## src/rtl/ibex_pkg.sv

```systemverilog
// ibex_pkg: shared types and constants for the dummy-instruction burst inserter.
//   dummy_state_e           : inserter FSM states
//   RndCnstLfsrSeedDefault  : default LFSR seed (also the zero-lock escape value)
//   RndCnstLfsrPolyDefault  : default Galois feedback taps
//   DUMMY_*_F7 / DUMMY_*_F3 : funct7/funct3 of the four dummy instruction classes
//   OPCODE_OP               : R-type ALU major opcode
package ibex_pkg;

  typedef enum logic {
    DUMMY_IDLE   = 1'b0,
    DUMMY_INSERT = 1'b1
  } dummy_state_e;

  localparam logic [31:0] RndCnstLfsrSeedDefault = 32'hac533bf4;
  localparam logic [31:0] RndCnstLfsrPolyDefault = 32'h80000057;

  localparam logic [6:0] DUMMY_ADD_F7 = 7'b0000000;
  localparam logic [6:0] DUMMY_MUL_F7 = 7'b0000001;
  localparam logic [6:0] DUMMY_DIV_F7 = 7'b0000001;
  localparam logic [6:0] DUMMY_AND_F7 = 7'b0000000;

  localparam logic [2:0] DUMMY_ADD_F3 = 3'b000;
  localparam logic [2:0] DUMMY_MUL_F3 = 3'b000;
  localparam logic [2:0] DUMMY_DIV_F3 = 3'b100;
  localparam logic [2:0] DUMMY_AND_F3 = 3'b111;

  localparam logic [6:0] OPCODE_OP = 7'h33;

endpackage

```

## src/rtl/ibex_dummy_instr_lfsr.sv

```systemverilog
// ibex_dummy_instr_lfsr: Galois LFSR with seed load and zero-lock guard.
//   clk_i, rst_ni : clock, asynchronous active-low reset (loads Seed)
//   seed_en_i     : load seed_i (has priority over en_i)
//   seed_i        : value to load
//   en_i          : advance one step
//   lfsr_d_o      : value lfsr_q_o takes at the next edge
//   lfsr_q_o      : current state
module ibex_dummy_instr_lfsr #(
  parameter int unsigned          LfsrWidth = 32,
  parameter logic [LfsrWidth-1:0] Seed      = '1,
  parameter logic [LfsrWidth-1:0] Poly      = '1
) (
  input  logic                 clk_i,
  input  logic                 rst_ni,
  input  logic                 seed_en_i,
  input  logic [LfsrWidth-1:0] seed_i,
  input  logic                 en_i,
  output logic [LfsrWidth-1:0] lfsr_d_o,
  output logic [LfsrWidth-1:0] lfsr_q_o
);

  logic [LfsrWidth-1:0] lfsr_q, lfsr_d, lfsr_step;

  assign lfsr_step = ({LfsrWidth{lfsr_q[0]}} & Poly) ^ (lfsr_q >> 1);

  always_comb begin
    lfsr_d = lfsr_q;
    if (seed_en_i) begin
      lfsr_d = seed_i;
    end else if (en_i) begin
      lfsr_d = lfsr_step;
    end
    // An all-zero state would lock the LFSR forever; escape to the default seed.
    if (lfsr_d == '0) begin
      lfsr_d = Seed;
    end
  end

  always_ff @(posedge clk_i or negedge rst_ni) begin
    if (!rst_ni) begin
      lfsr_q <= Seed;
    end else begin
      lfsr_q <= lfsr_d;
    end
  end

  assign lfsr_d_o = lfsr_d;
  assign lfsr_q_o = lfsr_q;

endmodule

```

## src/rtl/ibex_dummy_instr_burst.sv

```systemverilog
// ibex_dummy_instr_burst: inserts bursts of randomised rd=x0 R-type instructions
// between IF and ID after an LFSR-chosen number of real fetches.
//   clk_i, rst_ni          : clock, asynchronous active-low reset
//   dummy_instr_en_i       : feature enable (dropping it aborts a burst at once)
//   dummy_instr_mask_i     : upper threshold mask bits
//   burst_len_i            : burst length minus one
//   dummy_instr_seed_en_i  : seed update strobe
//   dummy_instr_seed_i     : seed entropy
//   fetch_valid_i          : real instruction available from IF
//   id_in_ready_i          : ID accepts an instruction this cycle
//   insert_dummy_instr_o   : dummy instruction replaces the fetch output
//   dummy_instr_data_o     : dummy instruction encoding
//   dummy_instr_cnt_o      : inserted-instruction count
// Build option: define IBEX_DUMMY_INSTR_STATS_EN to enable the saturating
// inserted-instruction counter; otherwise dummy_instr_cnt_o is tied to zero.
module ibex_dummy_instr_burst import ibex_pkg::*; #(
  parameter int unsigned          LfsrWidth       = 32,
  parameter int unsigned          CntW            = 5,
  parameter int unsigned          BurstW          = 2,
  parameter logic [LfsrWidth-1:0] RndCnstLfsrSeed = RndCnstLfsrSeedDefault,
  parameter logic [LfsrWidth-1:0] RndCnstLfsrPoly = RndCnstLfsrPolyDefault
) (
  input  logic                 clk_i,
  input  logic                 rst_ni,
  input  logic                 dummy_instr_en_i,
  input  logic [CntW-3:0]      dummy_instr_mask_i,
  input  logic [BurstW-1:0]    burst_len_i,
  input  logic                 dummy_instr_seed_en_i,
  input  logic [LfsrWidth-1:0] dummy_instr_seed_i,
  input  logic                 fetch_valid_i,
  input  logic                 id_in_ready_i,
  output logic                 insert_dummy_instr_o,
  output logic [31:0]          dummy_instr_data_o,
  output logic [15:0]          dummy_instr_cnt_o
);

  dummy_state_e         state_q, state_d;
  logic [CntW-1:0]      cnt_q, cnt_d, thr_q, thr_d, thr;
  logic [BurstW-1:0]    burst_q, burst_d;
  logic [LfsrWidth-1:0] seed_q, seed_d;
  logic [LfsrWidth-1:0] lfsr_q, lfsr_d;
  logic                 start_burst, advance;
  logic [6:0]           funct7;
  logic [2:0]           funct3;

  assign thr         = thr_q & {dummy_instr_mask_i, 2'b11};
  assign start_burst = (state_q == DUMMY_IDLE) && dummy_instr_en_i && (cnt_q == thr);
  assign advance     = insert_dummy_instr_o && id_in_ready_i;
  assign seed_d      = seed_q ^ dummy_instr_seed_i;

  ibex_dummy_instr_lfsr #(
    .LfsrWidth (LfsrWidth),
    .Seed      (RndCnstLfsrSeed),
    .Poly      (RndCnstLfsrPoly)
  ) u_lfsr (
    .clk_i     (clk_i),
    .rst_ni    (rst_ni),
    .seed_en_i (dummy_instr_seed_en_i),
    .seed_i    (seed_d),
    .en_i      (advance),
    .lfsr_d_o  (lfsr_d),
    .lfsr_q_o  (lfsr_q)
  );

  // FSM: state register
  always_ff @(posedge clk_i or negedge rst_ni) begin
    if (!rst_ni) begin
      state_q <= DUMMY_IDLE;
    end else begin
      state_q <= state_d;
    end
  end

  // FSM: next state. Leaving INSERT always passes through IDLE, so bursts
  // are separated by at least one real fetch slot even with a zero threshold.
  always_comb begin
    state_d = state_q;
    case (state_q)
      DUMMY_IDLE: begin
        if (start_burst) state_d = DUMMY_INSERT;
      end
      DUMMY_INSERT: begin
        if (!dummy_instr_en_i) begin
          state_d = DUMMY_IDLE;
        end else if (id_in_ready_i && (burst_q == '0)) begin
          state_d = DUMMY_IDLE;
        end
      end
      default: state_d = DUMMY_IDLE;
    endcase
  end

  // FSM: outputs
  always_comb begin
    insert_dummy_instr_o = 1'b0;
    if (state_q == DUMMY_INSERT) begin
      insert_dummy_instr_o = dummy_instr_en_i;
    end
  end

  // Datapath next values
  always_comb begin
    cnt_d   = cnt_q;
    burst_d = burst_q;
    thr_d   = thr_q;
    case (state_q)
      DUMMY_IDLE: begin
        if (dummy_instr_en_i && fetch_valid_i && id_in_ready_i) begin
          cnt_d = cnt_q + CntW'(1);
        end
        if (start_burst) begin
          burst_d = burst_len_i;
        end
      end
      DUMMY_INSERT: begin
        if (!dummy_instr_en_i) begin
          cnt_d = '0;
        end else if (id_in_ready_i) begin
          if (burst_q == '0) begin
            cnt_d = '0;
            // New threshold comes from the value the LFSR holds after this step.
            thr_d = lfsr_d[CntW-1:0];
          end else begin
            burst_d = burst_q - BurstW'(1);
          end
        end
      end
      default: ;
    endcase
  end

  always_ff @(posedge clk_i or negedge rst_ni) begin
    if (!rst_ni) begin
      cnt_q   <= '0;
      burst_q <= '0;
      thr_q   <= RndCnstLfsrSeed[CntW-1:0];
      seed_q  <= '0;
    end else begin
      cnt_q   <= cnt_d;
      burst_q <= burst_d;
      thr_q   <= thr_d;
      if (dummy_instr_seed_en_i) begin
        seed_q <= seed_d;
      end
    end
  end

  // Instruction class from the top two LFSR bits
  always_comb begin
    funct7 = DUMMY_ADD_F7;
    funct3 = DUMMY_ADD_F3;
    case (lfsr_q[LfsrWidth-1 -: 2])
      2'b01:   begin funct7 = DUMMY_MUL_F7; funct3 = DUMMY_MUL_F3; end
      2'b10:   begin funct7 = DUMMY_DIV_F7; funct3 = DUMMY_DIV_F3; end
      2'b11:   begin funct7 = DUMMY_AND_F7; funct3 = DUMMY_AND_F3; end
      default: begin funct7 = DUMMY_ADD_F7; funct3 = DUMMY_ADD_F3; end
    endcase
  end

  assign dummy_instr_data_o = {funct7, lfsr_q[CntW+4 -: 5], lfsr_q[CntW+9 -: 5],
                               funct3, 5'b00000, OPCODE_OP};

  // Only part of the LFSR state feeds the encoding and threshold.
  logic unused_lfsr;
  assign unused_lfsr = ^{lfsr_q, lfsr_d};

`ifdef IBEX_DUMMY_INSTR_STATS_EN
  logic [15:0] stat_cnt_q;

  always_ff @(posedge clk_i or negedge rst_ni) begin
    if (!rst_ni) begin
      stat_cnt_q <= '0;
    end else if (advance && (stat_cnt_q != 16'hFFFF)) begin
      stat_cnt_q <= stat_cnt_q + 16'd1;
    end
  end

  assign dummy_instr_cnt_o = stat_cnt_q;
`else
  assign dummy_instr_cnt_o = 16'h0000;
`endif

endmodule

```

## config.mk

```make
export PLATFORM = sky130hd
export DESIGN_NAME = ibex_dummy_instr_burst
export DESIGN_NICKNAME = d
export VERILOG_FILES = /design/src/rtl/ibex_pkg.sv /design/src/rtl/ibex_dummy_instr_lfsr.sv /design/src/rtl/ibex_dummy_instr_burst.sv
export SDC_FILE = /design/constraint.sdc
export NUM_CORES = 1
export LEC_CHECK = 0
export ABC_AREA = 1
export CAP_MARGIN = 10
export CORE_MARGIN = 8
export CORE_UTILIZATION = 35
export CTS_CLUSTER_DIAMETER = 150
export DETAILED_ROUTE_END_ITERATION = 6
export GPL_TIMING_DRIVEN = 0
export MAX_ROUTING_LAYER = met4
export SLEW_MARGIN = 20
export SYNTH_ARGS = -nofsm -noshare
export SYNTH_HDL_FRONTEND = slang
export SYNTH_SLANG_ARGS = --single-unit
```

## constraint.sdc

```tcl
create_clock -name clk_i -period 3.2 [get_ports clk_i]
set_clock_uncertainty 0.15 [all_clocks]
set_input_delay 0.64 -clock clk_i [delete_from_list [all_inputs] [get_ports clk_i]]
set_output_delay 0.64 -clock clk_i [all_outputs]
set_load 0.1 [all_outputs]
```

==> flow_summary.yaml <==
worst_hold_path:
  hold_class: "in2async"
layout:
  multi_input_area_um2: 1830
  area_delta_synth_final_pct: 28.6
  diodes: 0
  nFillCells: 1301
  fin_nets: 755
  fin_area_um2: 5630
  ff_latch_area_um2: 1950
  drive_gt1_frac: 0.140
grt:
  grt_pass1_wl_um: 18900
  antenna_found_initial: 0
  grt_max_degree: 57
  grt_pass1_vias: 3820
  grt-ovfl-total: 0
  track_usage: 0.152
sta:
  final-setup-viol-count: 0
  min_period_ps: 3120
  slew_headroom: 0.349
  final_hold_viol_count: 0
  tightest_slew_ps: 974
  fmax_ghz: 0.321
  worst_slack_ps: 80.0
  slew_violations: 0
  min_period_over_period: 0.975
  rsz0062_at_grt: "false"
floorplanning:
  die-area_um2: 16400
  rows: 41
  core_area_um2: 12400
  start_util: 0.353
  die_y_um: 128
  boundaryPins: 92
  die_w_um: 128
yosys:
  synth.ff_latch_count: 77
  synth.distinct_cells: 25
  yosysWarnings: 0
  netlist_instances: 608
  synth_seq_area_share: 0.446
  netlist_area_um2: 4380
  syn_area_per_cell_um2: 7.20
drt:
  firstDrtPassIters: 4
  wl_um: 11500
  drtIter0Drc: 170
  num_vias: 3909
  ant_nets: 0
  post_drt_via_cell_ratio: 4.42
  drc: 0
  detail_route.wl_per_cell_um: 13.0
clock_network:
  cts_buffer_depth: 2
  clkSinkCount: 77
  postCtsSetupBuffers: 0
  cts-root-buf: "clkbuf_16"
  postCtsHoldBufs: 0
  htree_levels: 3
  clk-insertion-delay-late_ps: 340
  cts_buffers: 9
  cts_tree: "built"
  clk_pin_slew_ps: 60
power:
  peakVddDrop_uv: 388
  leakagePower_nw: 3.04
  power_density_nw_per_um2: 694
  finalPower_mw: 3.91
status:
  status: "finished clean"
place:
  place_congestion: 0.828
  dpl-instance-area_um2: 5300
  portBuffers: 56
  hpwl_um: 8460
  place_ws_ps: -166
run:
  max_cap_viol_count: 0
worst_setup_path:
  cp_max_fo: 3
  critPathLaunchType: "flip-flop"
  arrival_ps: 2330
  crit_required_ps: 2410
  rr_worst_depth: 14
  worstSetupPathType: "reg2out"
  cp-end-kind: "output port"
[cell usage in the layout, fill, tap and decap left out, drive strengths merged, types with 2 or more instances in the layout]
cell type,netlist,layout
nand2,233,233
a21oi,36,36
nand3,35,35
nand4,7,7
buf,63,65
clkdlybuf4s50,0,54
xnor2,2,2
nor2,26,26
bufinv,0,2
conb,2,34
o21ai,42,42
dfrtp,57,57
dfstp,20,20
inv,74,74
clkbuf,1,13
ha,4,4
xor2,2,2
clkinv,0,2
[area by class of cell]
type	count	share of cell area
Tap cell	172	0.0382
Inverter	74	0.0493
Timing Repair Buffer	57	0.104
Buffer	64	0.0791
Sequential cell	77	0.347
Clock buffer	12	0.0455
Multi-Input combinational cell	425	0.325
Clock inverter	4	0.0124
[layer usage]
| layer | part of all wire | GRT usage | wire length, µm | up-vias |
|---|---|---|---|---|
| li1 | - | - | - | 2004 |
| met1 | 0.48 | 0.190 | 5510 | 1788 |
| met2 | 0.46 | 0.236 | 5290 | 101 |
| met3 | 0.044 | 0.0266 | 507 | 16 |
| met4 | 0.017 | 0.0678 | 199 | 0 |
| met5 | 0 | - | 0 | - |
[timing repair]
action,CTS,global route
endpoints found under the setup margin,0,13
hold endpoints to repair,0,0
resized for setup,0,3
[power by group]
part / switching, mW / total (mW) / internal [mW]
Combinational: 1.02 / 1.45 / 0.431
Sequential: 0.123 / 1.34 / 1.21
Clock: 0.406 / 1.13 / 0.723
[stage by stage]
step / utilization / hold slack [ps] / TNS [ps] / std cells
after detailed placement: 0.427 / 315 / -1760 / 869
final: 0.454 / 43.2 / 0 / 885
after floorplan: - / 194 / 0 / 640
after CTS: 0.453 / 45.8 / 0 / 885
after global placement: 0.425 / 311 / -97320 / 868
after global routing: 0.454 / 62.0 / 0 / 885
[cell families after synthesis]
kind of cell / after synthesis / share of synthesized area
AO/OA/AOI/OAI: 80 / 0.0925
XOR/XNOR: 4 / 0.00800
adder cells (fa/ha/maj): 4 / 0.0114
buffers and inverters: 138 / 0.165
flip-flops: 77 / 0.446
other: 2 / 0.00171
AND/OR/NAND/NOR: 303 / 0.276
[cells in the mapped netlist]
cell type,number,area share
nand2_1,232,0.20
inv_1,73,0.063
dfrtp_1,57,0.33
buf_4,47,0.081
o21ai_0,42,0.048
a21oi_1,36,0.041
nand3_1,35,0.040
nor2_1,24,0.021
dfstp_2,20,0.12
buf_2,9,0.010
nand4_1,7,0.010
buf_1,5,0.0043
ha_1,4,0.011
buf_6,2,0.0051
conb_1,2,0.0017
nor2_2,2,0.0029
xnor2_1,2,0.0040
xor2_1,2,0.0040
clkbuf_1,1,0.00086
inv_2,1,0.00086
nand2_2,1,0.0014
nor3_1,1,0.0011
o211ai_1,1,0.0017
o21a_1,1,0.0017
or2_2,1,0.0014
[worst paths after layout]
check / startpoint / end / slack (ps)
min: rst_ni / seed_q[31]$_DFFE_PN0P_ / 40
min reg2reg: thr_q[4]$_DFFE_PN1P_ / thr_q[4]$_DFFE_PN1P_ / 320
max in group asynchronous: rst_ni / u_lfsr.lfsr_q_o[16]$_DFF_PN1_ / 2210
min in group clk_i: thr_q[4]$_DFFE_PN1P_ / thr_q[4]$_DFFE_PN1P_ / 320
max reg2reg: state_q$_DFF_PN0_ / u_lfsr.lfsr_q_o[22]$_DFF_PN1_ / 760
max: u_lfsr.lfsr_q_o[31]$_DFF_PN1_ / dummy_instr_data_o[13] / 80
[sequential cells by signal, indices dropped and copies added, names as in the netlist]
name,flops
u_lfsr.lfsr_q_o,32
state_q,1
cnt_q,5
seed_q,32
burst_q,2
thr_q,5
[critical path, stage by stage (launching register included)]
cell and delay [ps]:
dfstp_2 550, ha_1 200, buf_4 120, clkdlybuf4s50_1 1120
No activity file was read; power rests on OpenSTA's default activity.
